### config.mk
export PLATFORM = sky130hd
export DESIGN_NAME = dot_product_accumulator
export DESIGN_NICKNAME = d
export VERILOG_FILES = /design/src/rtl/dot_product_accumulator_pkg.sv /design/src/rtl/slow_multiplication.sv /design/src/rtl/dot_product_accumulator.sv
export SDC_FILE = /design/constraint.sdc
export NUM_CORES = 1
export LEC_CHECK = 0
export BUFFER_PORTS_ARGS = -buffer_cell sky130_fd_sc_hd__buf_2
export CORE_ASPECT_RATIO = 0.9
export CORE_MARGIN = 5
export CORE_UTILIZATION = 49
export DETAILED_ROUTE_END_ITERATION = 16
export PLACE_DENSITY = 0.78
export SLEW_MARGIN = 20
export SYNTH_ARGS = -nofsm -noshare
export SYNTH_HDL_FRONTEND = slang
export SYNTH_SLANG_ARGS = --single-unit
### constraint.sdc
create_clock -name clk -period 8.35 [get_ports clk]
set_clock_uncertainty 0.05 [all_clocks]
set_input_delay 0.835 -clock clk [delete_from_list [all_inputs] [get_ports clk]]
set_output_delay 0.835 -clock clk [all_outputs]
set_load 0.01 [all_outputs]
### src/rtl/dot_product_accumulator_pkg.sv
`default_nettype none
// ============================================================================
// Module      : dot_product_accumulator_pkg
// Description : Default sizing constants shared by the dot-product block and
//               its multiplier.
// Revision    : 1.0 - initial release
// ============================================================================
package dot_product_accumulator_pkg;

   // Default operand width of the multiplier/accumulator pair
   localparam int C_DEFAULT_WIDTH       = 6;
   // Default element counter width
   localparam int C_DEFAULT_COUNT_WIDTH = 8;

endpackage : dot_product_accumulator_pkg
`default_nettype wire

### src/rtl/slow_multiplication.sv
`default_nettype none
// ============================================================================
// Module      : slow_multiplication
// Description : Unsigned WIDTH x WIDTH multiplier with WIDTH-1 register
//               stages between the operands and the product. The whole
//               pipeline advances only while enable is high.
// Revision    : 1.0 - initial release
// ============================================================================
module slow_multiplication
   import dot_product_accumulator_pkg::*;
#(
   parameter int WIDTH = C_DEFAULT_WIDTH
) (
   input  logic                 clk,
   input  logic                 enable,
   input  logic [WIDTH-1:0]     in_1,
   input  logic [WIDTH-1:0]     in_2,
   output logic [2*WIDTH-1:0]   out
);

   localparam int STAGES = WIDTH - 1;

   logic [2*WIDTH-1:0] r_p [STAGES];
   logic [2*WIDTH-1:0] w_prod;

   // Zero-extend both operands so the product is formed at full width
   assign w_prod = {{WIDTH{1'b0}}, in_1} * {{WIDTH{1'b0}}, in_2};

   // First stage registers the freshly formed product
   always_ff @(posedge clk) begin
      if (enable) begin
         r_p[0] <= w_prod;
      end
   end

   // Remaining stages carry the product forward one per enabled edge
   for (genvar k = 1; k < STAGES; k++) begin : g_stage
      always_ff @(posedge clk) begin
         if (enable) begin
            r_p[k] <= r_p[k-1];
         end
      end
   end

   assign out = r_p[STAGES-1];

endmodule : slow_multiplication
`default_nettype wire

### src/rtl/dot_product_accumulator.sv
`default_nettype none
// ============================================================================
// Module      : dot_product_accumulator
// Description : Streams operand pairs through slow_multiplication and sums
//               the products of each vector into a saturating accumulator,
//               emitting one dot product (with element count and overflow
//               flag) per vector.
// Revision    : 1.0 - initial release
// ============================================================================
module dot_product_accumulator
   import dot_product_accumulator_pkg::*;
#(
   parameter int WIDTH        = C_DEFAULT_WIDTH,
   parameter int MULT_LATENCY = WIDTH - 1,
   parameter int ACC_WIDTH    = 2*WIDTH + 4,
   parameter int COUNT_WIDTH  = C_DEFAULT_COUNT_WIDTH
) (
   input  logic                   clk,
   input  logic                   reset,
   input  logic                   enable,
   input  logic                   in_valid,
   input  logic                   in_first,
   input  logic                   in_last,
   input  logic [WIDTH-1:0]       in_1,
   input  logic [WIDTH-1:0]       in_2,
   output logic [ACC_WIDTH-1:0]   out,
   output logic [COUNT_WIDTH-1:0] out_count,
   output logic                   overflow,
   output logic                   out_valid
);

   // Accepted element, registered once before it enters the multiplier
   logic                    r_in_valid;
   logic                    r_in_first;
   logic                    r_in_last;
   logic [WIDTH-1:0]        r_in_a;
   logic [WIDTH-1:0]        r_in_b;

   // Sideband flags travelling in lockstep with the multiplier pipeline
   logic [MULT_LATENCY-1:0] r_sb_valid;
   logic [MULT_LATENCY-1:0] r_sb_first;
   logic [MULT_LATENCY-1:0] r_sb_last;
   logic [MULT_LATENCY-1:0] w_sb_valid_next;
   logic [MULT_LATENCY-1:0] w_sb_first_next;
   logic [MULT_LATENCY-1:0] w_sb_last_next;

   logic                    w_d_valid;
   logic                    w_d_first;
   logic                    w_d_last;

   logic [2*WIDTH-1:0]      w_p;
   logic [ACC_WIDTH-1:0]    w_p_ext;
   logic [ACC_WIDTH:0]      w_sum;

   logic [ACC_WIDTH-1:0]    r_acc;
   logic [COUNT_WIDTH-1:0]  r_count;
   logic                    r_sat;
   logic [ACC_WIDTH-1:0]    w_acc_next;
   logic [COUNT_WIDTH-1:0]  w_count_next;
   logic                    w_sat_next;

   logic [ACC_WIDTH-1:0]    r_out;
   logic [COUNT_WIDTH-1:0]  r_out_count;
   logic                    r_overflow;
   logic                    r_out_valid;

   slow_multiplication #(
      .WIDTH (WIDTH)
   ) u_mult (
      .clk    (clk),
      .enable (enable),
      .in_1   (r_in_a),
      .in_2   (r_in_b),
      .out    (w_p)
   );

   // A single-stage pipe has no older entries to shift along
   if (MULT_LATENCY > 1) begin : g_sb_deep
      assign w_sb_valid_next = {r_sb_valid[MULT_LATENCY-2:0], r_in_valid};
      assign w_sb_first_next = {r_sb_first[MULT_LATENCY-2:0], r_in_first};
      assign w_sb_last_next  = {r_sb_last[MULT_LATENCY-2:0],  r_in_last};
   end else begin : g_sb_single
      assign w_sb_valid_next = r_in_valid;
      assign w_sb_first_next = r_in_first;
      assign w_sb_last_next  = r_in_last;
   end

   assign w_d_valid = r_sb_valid[MULT_LATENCY-1];
   assign w_d_first = r_sb_first[MULT_LATENCY-1];
   assign w_d_last  = r_sb_last[MULT_LATENCY-1];

   // Capture the element and shift its flags alongside the multiplier
   always_ff @(posedge clk or posedge reset) begin
      if (reset) begin
         r_in_valid <= 1'b0;
         r_in_first <= 1'b0;
         r_in_last  <= 1'b0;
         r_in_a     <= '0;
         r_in_b     <= '0;
         r_sb_valid <= '0;
         r_sb_first <= '0;
         r_sb_last  <= '0;
      end else if (enable) begin
         r_in_valid <= in_valid;
         r_in_first <= in_valid & in_first;
         r_in_last  <= in_valid & in_last;
         r_in_a     <= in_1;
         r_in_b     <= in_2;
         r_sb_valid <= w_sb_valid_next;
         r_sb_first <= w_sb_first_next;
         r_sb_last  <= w_sb_last_next;
      end
   end

   // The carry out of a one-bit-wider add is the saturation signal
   assign w_p_ext = ACC_WIDTH'(w_p);
   assign w_sum   = {1'b0, r_acc} + {1'b0, w_p_ext};

   // Next accumulator/count/saturation for the element leaving the pipe
   always_comb begin
      w_acc_next   = r_acc;
      w_count_next = r_count;
      w_sat_next   = r_sat;
      if (w_d_valid) begin
         if (w_d_first) begin
            w_acc_next   = w_p_ext;
            w_count_next = COUNT_WIDTH'(1);
            w_sat_next   = 1'b0;
         end else begin
            w_count_next = r_count + COUNT_WIDTH'(1);
            if (w_sum[ACC_WIDTH]) begin
               w_acc_next = '1;
               w_sat_next = 1'b1;
            end else begin
               w_acc_next = w_sum[ACC_WIDTH-1:0];
               w_sat_next = r_sat;
            end
         end
      end
   end

   // Accumulator state; a completed vector leaves it cleared for the next
   always_ff @(posedge clk or posedge reset) begin
      if (reset) begin
         r_acc   <= '0;
         r_count <= '0;
         r_sat   <= 1'b0;
      end else if (enable) begin
         if (w_d_valid && w_d_last) begin
            r_acc   <= '0;
            r_count <= '0;
            r_sat   <= 1'b0;
         end else begin
            r_acc   <= w_acc_next;
            r_count <= w_count_next;
            r_sat   <= w_sat_next;
         end
      end
   end

   // Result registers; the valid strobe lasts one cycle and drops when frozen
   always_ff @(posedge clk or posedge reset) begin
      if (reset) begin
         r_out       <= '0;
         r_out_count <= '0;
         r_overflow  <= 1'b0;
         r_out_valid <= 1'b0;
      end else begin
         r_out_valid <= 1'b0;
         if (enable && w_d_valid && w_d_last) begin
            r_out       <= w_acc_next;
            r_out_count <= w_count_next;
            r_overflow  <= w_sat_next;
            r_out_valid <= 1'b1;
         end
      end
   end

   assign out       = r_out;
   assign out_count = r_out_count;
   assign overflow  = r_overflow;
   assign out_valid = r_out_valid;

endmodule : dot_product_accumulator
`default_nettype wire

==> reports/metrics.cfg, run 1 <==
[layout]
fillers = 1159
mostFrequentLayoutCells = 81 x dfrtp_1, 65 x nand2_1, 60 x edfxtp_1, 42 x buf_2, 35 x o21ai_0
antenna_cells = 0
nets = 718
area_growth_pct = 13.3
drive_gt1_share_pct = 18.3
layout_commonest_cell = dfrtp_1

[detailed_routing]
drc_errors = 0
first_pass_iters = 5
viasPerCell = 5.53
num_vias = 4725
wl_per_cell_um = 16.1
dr.first_iter.drc_count = 432
wl_mm = 13.7
antenna_left = 0

[yosys]
synth_cell_types = 65
synth_area_um2 = 7080
ys_ff_latch = 141
synth_top_flop_cell = dfrtp_1
synth_top_family_by_area = compound AO/OA/AOI/OAI gates
synth-compound-area-share_pct = 13.7
synth_async_sr_flop_share_pct = 57.4
synthMuxAreaShare_pct = 4.72
synth-edff-count = 60
yosys.area_share.simple_pct = 11.2
syn_area_per_cell_um2 = 11.7
yosys.area_share.adder_pct = 10.9
synthXorXnorAreaFrac_pct = 2.23
ys_warn_count = 0
syn_nets = 674
synth_cells = 605
seq_area_frac_synth_pct = 54.1

[critical_path]
startpoint = r_in_b[5]$_DFFE_PP0P_
cp-end-kind = register
startpoint_type = register
slowest_stage = fa_1
cp.required_ps = 8460
r2r_start = r_in_b[5]$_DFFE_PP0P_
crit_arrival_ps = 3960
cp_common_cell = fa_1
cp_num_buf_inv = 1
cp_cell_sequence = nand2_1 -> fa_1 -> fa_1 -> fa_1 -> inv_1 -> ha_1 -> a21oi_1 -> nand2b_1 -> a21boi_0 -> o41a_1 -> xor2_1
critical_path.top_delay_family = adder cells
worstSetupPathType = reg -> reg
critPathMaxFanout = 7
max_stage_delay_ps = 550

[sta]
timing.fmax_mhz = 260
hold_viol_final = 0
relSlewSlack_pct = 44.1
period_share_pct = 46.1
worst_slew_pin_slew_ps = 839
fin_crit_ps = 3850
timing.hold.ws_ps = 366
setup_viol = 0
grt_setup_unrepaired = false
fin_tns_setup_ps = 0
finalMaxSlewViolations = 0

[clock_network]
cts_resized = 0
post_cts_buffers = 0
ctsHoldBuffers = 0
path_clk_slew_ps = 50
clock_latency_ps = 420
root_buffer = clkbuf_16
cts_tree = done
ctsHtreeMaxLevel = 4
cts_sinks = 141
cts_max_path_buffers = 2
numCtsBuffers = 17

[floorplanning]
die_y_um = 124
rows = 41
pin_count = 44
start_util_pct = 50.2
core-area_um2 = 14100
dieArea_um2 = 17000
dieWidth_um = 137

[placement]
routabilityCongestion = 0.901
portBuffers = 43
dp_hpwl_mm = 9.73

[status]
status = finished, final reports clean

[global_routing]
grt_start_max_net_pins = 82
grt_busiest_layer = met2
grt_pass1_vias = 4827
grt_overflow = 0
grt_antenna_before_repair = 0
track_usage_pct = 17.6
grt_use_met2_pct = 28.9
grt_pass1_wl_mm = 23.4
use_met3_pct = 5.09
use_met1_pct = 22.5

[min_path]
hold_path_startpoint = u_mult.r_p[0][19]$_DFFE_PP_
hold_class = reg -> reg

[power]
leakage_nw = 3.49
irDropWorstVdd_mv = 0.167
p_per_area_nw_per_um2 = 312

[run]
maxCapViolCount = 0

[power by group]
group	leakage [nW]	switching, mW	internal, mW	total (mW)
combinational	1.59	0.449	0.341	0.790
clock	0.271	0.263	0.431	0.694
sequential	1.62	0.114	0.904	1.02
total	3.49	0.826	1.68	2.50
[cell type report]
cell class | count | area [um^2] | area share [%]
tap | 193 | 241 | 3.01
multi-input combinational | 408 | 3030 | 37.8
sequential | 141 | 3830 | 47.7
clock buffer | 25 | 485 | 6.05
clock inverter | 7 | 63.8 | 0.795
inverter | 36 | 136 | 1.70
timing repair buffer | 45 | 236 | 2.95
[path summary, 6_finish.rpt]
check                                         endpoint  slack (ps)  depth (start not counted)
max reg2reg                u_mult.r_p[0][10]$_DFFE_PP_        4500                         11
max                        u_mult.r_p[0][10]$_DFFE_PP_        4500                         11
max in group asynchronous           out[4]$_DFFE_PP0P_        7210                          3
min in group asynchronous        r_in_last$_DFFE_PP0P_         550                          3
min reg2reg                u_mult.r_p[0][31]$_DFFE_PP_         370                          0
min                        u_mult.r_p[0][31]$_DFFE_PP_         370                          0
[flip-flops by register name (all words and copies together) (netlist names)]
signal,count
u_mult.r_p,60
out,16
r_acc,16
out_count,8
r_count,8
r_in_a,6
r_in_b,6
r_sb_first,5
r_sb_last,5
r_sb_valid,5
out_valid,1
overflow,1
r_in_first,1
r_in_last,1
r_in_valid,1
r_sat,1
[metrics by stage]
stage / setup slack [ps] / instances / power, mW / instance area [um^2] / util (%)
2_1_floorplan: 4830 / 605 / 1.60 / 7080 / -
3_3_place_gp: 4630 / 823 / 1.77 / 7470 / 52.9
3_5_place_dp: 4490 / 823 / 1.82 / 7470 / 52.9
4_1_cts: 4490 / 855 / 2.52 / 8020 / 56.8
5_1_grt: 4320 / 855 / 2.67 / 8020 / 56.9
6_report: 4500 / 855 / 2.50 / 8020 / 56.9
[metal layers]
metal | vias up | part of all wire [%]
met4 | 0 | 1.5
met1 | 2309 | 45
met3 | 18 | 5.8
li1 | 2251 | -
met2 | 147 | 48
met5 | - | 0
[Yosys cell counts (all sizes together) (7+ instances only)]
cell type,n,area (um^2)
dfrtp,81,2030
nand2,66,248
edfxtp,60,1800
o21ai,40,200
a21oi,36,203
inv,36,135
nor2,35,136
ha,33,413
mux2,27,304
and2,21,131
fa,18,360
nor3,16,85.1
o31ai,14,110
clkbuf,13,50.0
xnor2,12,105
a21o,9,68.8
nand3,9,50.1
buf,7,36.3
[cell families after synthesis]
family / Yosys count
simple gates: 168
fa+ha+maj: 51
mux: 30
compound gates: 141
flops: 141
buf+inv: 56
xor+xnor: 18
(Power assumes the default switching activity.)
==> run 2: changes to the inputs <==
- PLACE_DENSITY: 0.78 -> 0.8
- clock period: 8.35 -> 3.5 ns (I/O delays scaled with it)
==> run 2 against run 1 <==
Compared with the run above: the run now ends with setup timing left; cell area increased by 5.1%; worst setup slack got worse by 4600 ps; utilization rose by 2.9 points; count of clock-buffer cells in the layout shrank 7; critical path depth did not move; register-to-register slack lost 4600 ps; maximum frequency increased by 8.3%; cell count is 3.6% higher; combinational power rose to 2.8 times the previous value; sequential share of layout area is 2.3 points lower; via count up 3.9%; flip-flop and latch count unchanged; largest cell class unchanged; largest power group unchanged; highest routed layer unchanged.
==> reports/metrics.cfg, run 2 (same netlist as run 1, synthesis figures left out) <==
[power]
p_per_area_nw_per_um2 = 758  ; +140%
finalPower_mw = 6.39  ; +160%
irDropWorstVdd_mv = 0.458  ; +170%
leakage_nw = 3.66  ; +5.0%

[detailed_routing]
wl_mm = 14.5  ; +5.7%
dr.first_iter.drc_count = 272  ; -37%
drc_errors = 0  ; unchanged
antenna_left = 0  ; unchanged
first_pass_iters = 4  ; -1
viasPerCell = 5.54  ; +0.30%
wl_per_cell_um = 16.4  ; +2.0%
num_vias = 4911  ; +3.9%

[layout]
area_growth_pct = 19.1
regMostFlops = u_mult.r_p
layout_commonest_cell = dfrtp_1
finalNonFillerCells = 886  ; +3.6%
fillers = 1104  ; -4.7%
drive_gt1_share_pct = 25.3  ; +7.0 points
nets = 749  ; +4.3%
largest_register_ffs = 60  ; unchanged
mostFrequentLayoutCells = 81 x dfrtp_1, 64 x nand2_1, 60 x edfxtp_1, 42 x buf_2
antenna_cells = 0  ; unchanged

[sta]
worst_slew_pin_slew_ps = 822  ; -16.6 ps
setup_ws_ps = -51.0  ; -4550 ps
setup_viol = 1  ; +1
hold_viol_final = 0  ; unchanged
fin_crit_ps = 3550  ; -296 ps
period_share_pct = 101  ; +55 points
grt_setup_unrepaired = true
finalMaxSlewViolations = 0  ; unchanged
relSlewSlack_pct = 45.2  ; +1.1 points
timing.fmax_mhz = 282  ; +8.3%

[placement]
dp_slack_ps = -223  ; -4710 ps
dp_hpwl_mm = 9.85  ; +1.3%
portBuffers = 43  ; unchanged
routabilityCongestion = 0.884  ; -1.8%
place_inst = 846  ; +2.8%

[floorplanning]
rows = 41  ; unchanged
dieWidth_um = 137  ; unchanged
die_y_um = 124  ; unchanged
core-area_um2 = 14100  ; unchanged
start_util_pct = 50.2  ; unchanged
pin_count = 44  ; unchanged
dieArea_um2 = 17000  ; unchanged

[clock_network]
root_buffer = clkbuf_16
path_clk_slew_ps = 60  ; about the same
numCtsBuffers = 17  ; unchanged
ctsHtreeMaxLevel = 4  ; unchanged
clock_latency_ps = 420  ; about the same
cts_sinks = 141  ; unchanged
cts_max_path_buffers = 2  ; unchanged
cts_tree = done

[global_routing]
grt_pass1_wl_mm = 23.9  ; +2.4%
track_usage_pct = 18.2  ; +0.65 points
grt_overflow = 0  ; unchanged
grt_antenna_before_repair = 0  ; unchanged
grt_pass1_vias = 5034  ; +4.3%
grt_start_max_net_pins = 56  ; -32%

[min_path]
hold_class = in -> reg

[critical_path]
worstSetupPathType = reg -> reg
critPathMaxFanout = 4  ; -3
cp-end-kind = register
cp.required_ps = 3620  ; -4840 ps
crit_arrival_ps = 3670  ; -290 ps
startpoint_type = register

[status]
violations = setup timing
status = finished, violations left

[run]
maxCapViolCount = 0  ; unchanged

## run 2: cell types whose count changed in the layout (fill, tap and decap cells not counted), moves of 3 or more
cell / change
clkbuf_1: -4
inv_2: +4
inv_6: +3
ha_1: -7
buf_6: +4
ha_4: +6
clkbuf_8: -3
inv_1: -4
buf_4: +26
## run 2: stage by stage
stage / hold slack (ps) / utilization, % / TNS [ps] / instance area [um^2]
floorplan: 350 / - / -15.6 / 7080
global placement: 341 / 54.2 / -122 / 7640
detailed placement: 349 / 54.2 / -507 / 7640
CTS: 94.4 / 59.0 / -11.7 / 8330
global route: 97.6 / 59.8 / -611 / 8430
finish: 112 / 59.8 / -51.0 / 8430
## run 2: final cells by class
class                      count  area (um^2)  share of cell area [%]
timing repair buffer          76          487                    5.77
inverter                      36          136                    1.62
clock buffer                  18          429                    5.09
sequential                   141         3830                    45.4
clock inverter                14          166                    1.97
multi-input combinational    408         3140                    37.3
tap                          193          241                    2.86
## run 2: repair_timing
item | CTS | global route
cloned | 0 | 0
buffers inserted | 4 | 3
pin swaps | 14 | 9
hold buffers | 1 | 0
gates resized for setup | 13 | 17
hold endpoints to repair | 27 | 0
setup endpoints to repair | 3 | 4
## run 2: worst paths after layout
check	startpoint	end	slack, ps	cells past startpoint
setup / recovery	r_in_a[2]$_DFFE_PP0P_	u_mult.r_p[0][10]$_DFFE_PP_	-50	11
hold / removal	in_2[4]	r_in_b[4]$_DFFE_PP0P_	110	2
setup reg to reg	r_in_a[2]$_DFFE_PP0P_	u_mult.r_p[0][10]$_DFFE_PP_	-50	11
hold reg to reg	u_mult.r_p[0][6]$_DFFE_PP_	u_mult.r_p[0][18]$_DFFE_PP_	370	0
max in group asynchronous	reset	out[3]$_DFFE_PP0P_	2190	4
min in group asynchronous	reset	out[15]$_DFFE_PP0P_	440	3
## run 2: power breakdown
part	internal (mW)	total [mW]	switching [mW]	leakage, nW
logic	1.00	2.20	1.20	1.75
registers	2.16	2.38	0.228	1.62
clock network	1.12	1.80	0.683	0.285
total	4.28	6.39	2.11	3.66
## run 2: worst max-delay path, cell delays in order, from the launching register on
cell and delay [ps]:
dfrtp_1 430, and2_4 190, fa_1 590, ha_4 220, fa_1 470, ha_1 300
a21o_1 170, a21oi_2 150, nand2b_4 150, a21boi_2 60, o41a_1 390, xor2_1 150
## run 2: per-layer routing
metal  track usage [%]  share of wire, %
met1              21.4                41
met4              6.74               2.2
met2              31.7                50
met3              5.45               6.3
met5                 0                 0
==> run 3: changes to the inputs <==
- CELL_PAD_IN_SITES_DETAIL_PLACEMENT: not set -> 0
- CELL_PAD_IN_SITES_GLOBAL_PLACEMENT: not set -> 1
- CORE_MARGIN: 5 -> not set
- CORE_UTILIZATION: 49 -> 45
- PLACE_DENSITY: 0.8 -> 0.88
==> run 3 against run 2 <==
Compared with the run above: the flow now finishes without violations; cell area is 1.3% higher; critical path type unchanged; register-to-register slack better by 60 ps; utilization is 4.3 points lower; clock power is 3% higher; via count is 1.0% lower; critical endpoint unchanged; largest cell class unchanged.
==> reports/metrics.cfg, run 3 (same netlist as run 1, synthesis figures left out) <==
[status]
status = finished, final reports clean

[placement]
postPlaceCellArea_um2 = 7660  ; +0.25%
dp_slack_ps = -229  ; -6.51 ps
portBuffers = 43  ; unchanged
routabilityCongestion = 0.877  ; -0.79%
dp_hpwl_mm = 9.81  ; -0.44%

[sta]
finalMaxSlewViolations = 0  ; unchanged
fin_tns_setup_ps = 0  ; +51.0 ps
worst_slew_pin_slew_ps = 906  ; +83.8 ps
setup_viol = 0  ; -1
setup_ws_ps = 10.6  ; +61.7 ps
grt_setup_unrepaired = true
timing.fmax_mhz = 287  ; +1.8%
period_share_pct = 99.7  ; -1.8 points
hold_viol_final = 0  ; unchanged
relSlewSlack_pct = 39.6  ; -5.6 points
timing.hold.ws_ps = 38.7  ; -73.1 ps
fin_crit_ps = 3490  ; -61.7 ps

[global_routing]
grt_antenna_before_repair = 0  ; unchanged
track_usage_pct = 18.8  ; +0.64 points
grt_pass1_vias = 4931  ; -2.0%
grt_use_met2_pct = 30.7  ; -0.98 points
grt_start_max_net_pins = 54  ; -3.6%
grt_pass1_wl_mm = 23.5  ; -1.9%
grt_busiest_layer = met2
use_met3_pct = 5.43  ; -0.022 points
grt_overflow = 0  ; unchanged
use_met1_pct = 23.7  ; +2.4 points

[detailed_routing]
viasPerCell = 5.41  ; -2.3%
first_pass_iters = 8  ; +4
drc_errors = 0  ; unchanged
num_vias = 4861  ; -1.0%
dr.first_iter.drc_count = 287  ; +5.5%
wl_mm = 14.7  ; +1.3%
wl_per_cell_um = 16.4  ; about the same
antenna_left = 0  ; unchanged

[critical_path]
cp-endpoint = u_mult.r_p[0][10]$_DFFE_PP_
r2r_end = u_mult.r_p[0][10]$_DFFE_PP_
startpoint = r_in_b[2]$_DFFE_PP0P_
cp-end-kind = register
critPathMaxFanout = 5  ; +1
worstSetupPathType = reg -> reg
r2r_cells = 11  ; unchanged
r2r_slack_ps = 10  ; +60 ps
crit_arrival_ps = 3610  ; -60 ps
cp.required_ps = 3620  ; about the same
startpoint_type = register
r2r_start = r_in_b[2]$_DFFE_PP0P_

[clock_network]
cts_sinks = 141  ; unchanged
ctsHoldBuffers = 0  ; -1
cts_max_path_buffers = 2  ; unchanged
numCtsBuffers = 17  ; unchanged
cts_tree = done
ctsHtreeMaxLevel = 4  ; unchanged
path_clk_slew_ps = 60  ; about the same
clock_latency_ps = 420  ; about the same
root_buffer = clkbuf_16

[layout]
mostFrequentLayoutCells = 79 x dfrtp_1, 63 x nand2_1, 60 x edfxtp_1, 42 x buf_2
drive_gt1_share_pct = 26.7  ; +1.5 points
antenna_cells = 0  ; unchanged
regMostFlops = u_mult.r_p
largest_register_ffs = 60  ; unchanged
fillers = 1253  ; +13%
design_area_um2 = 8540  ; +1.3%
area_growth_pct = 20.7
layout_commonest_cell = dfrtp_1
nets = 752  ; +0.40%

[floorplanning]
dieWidth_um = 134  ; -1.8%
start_util_pct = 46.0  ; -4.2 points
core-area_um2 = 15400  ; +9.1%
die_y_um = 121  ; -2.5%
dieArea_um2 = 16200  ; -4.2%
rows = 43  ; +4.9%
pin_count = 44  ; unchanged

[power]
irDropWorstVdd_mv = 0.545  ; +19%
leakage_nw = 3.72  ; +1.6%
p_per_area_nw_per_um2 = 765  ; +0.94%

[run]
maxCapViolCount = 0  ; unchanged

[min_path]
hold_class = in -> async

[run 3: cell type report]
class / count / area, um^2 / area share [%]
Sequential cell: 141 / 3830 / 44.9
Multi-Input combinational cell: 408 / 3200 / 37.5
Timing Repair Buffer: 79 / 503 / 5.89
Clock buffer: 19 / 453 / 5.30
Tap cell: 202 / 253 / 2.96
Clock inverter: 13 / 164 / 1.92
Inverter: 36 / 136 / 1.60
[run 3: critical path, cell delays in order, from the launching register on]
cell and delay, ps:
dfrtp_1 450, nand2_2 80, fa_1 560, fa_1 440
fa_1 530, inv_2 50, ha_4 240, a21oi_4 170
nand2b_4 150, a21boi_4 50, o41a_1 320, xor2_1 150
[run 3: how the worst min path moves through the flow]
stage	startpoint	to	cells after the start
6_report	reset	r_sb_valid[0]$_DFFE_PP0P_	2
5_1_grt	reset	r_sb_last[1]$_DFFE_PP0P_	2
4_1_cts	reset	r_sb_last[3]$_DFFE_PP0P_	2
3_5_place_dp	u_mult.r_p[0][2]$_DFFE_PP_	u_mult.r_p[0][14]$_DFFE_PP_	0
3_3_place_gp	u_mult.r_p[0][29]$_DFFE_PP_	u_mult.r_p[0][41]$_DFFE_PP_	0
2_1_floorplan	u_mult.r_p[0][0]$_DFFE_PP_	u_mult.r_p[0][12]$_DFFE_PP_	0
[run 3: per-stage QoR]
stage	power, mW	std cells	utilization, %
floorplan	3.81	605	-
global placement	4.30	856	49.8
detailed placement	4.40	856	49.8
CTS	6.36	897	54.6
global route	6.93	898	55.5
finish	6.53	898	55.5
[run 3: where the power goes]
part | leakage, nW | internal (mW) | switching, mW | total, mW
registers | 1.62 | 2.16 | 0.238 | 2.40
clock network | 0.301 | 1.16 | 0.692 | 1.85
logic | 1.79 | 1.06 | 1.23 | 2.28
total | 3.72 | 4.37 | 2.16 | 6.53
[run 3: what timing repair did]
item                       4_1_cts  5_1_grt
gates resized for setup         13       29
cloned                           0        0
setup endpoints to repair        3        4
buffers inserted                 9        1
pin swaps                       12       14
[run 3: routing by layer]
layer  up-vias  share of wire, %
met2       116                49
met3        22               5.0
met4         0               1.3
met1      2396                45
met5         -                 0
li1       2327                 -
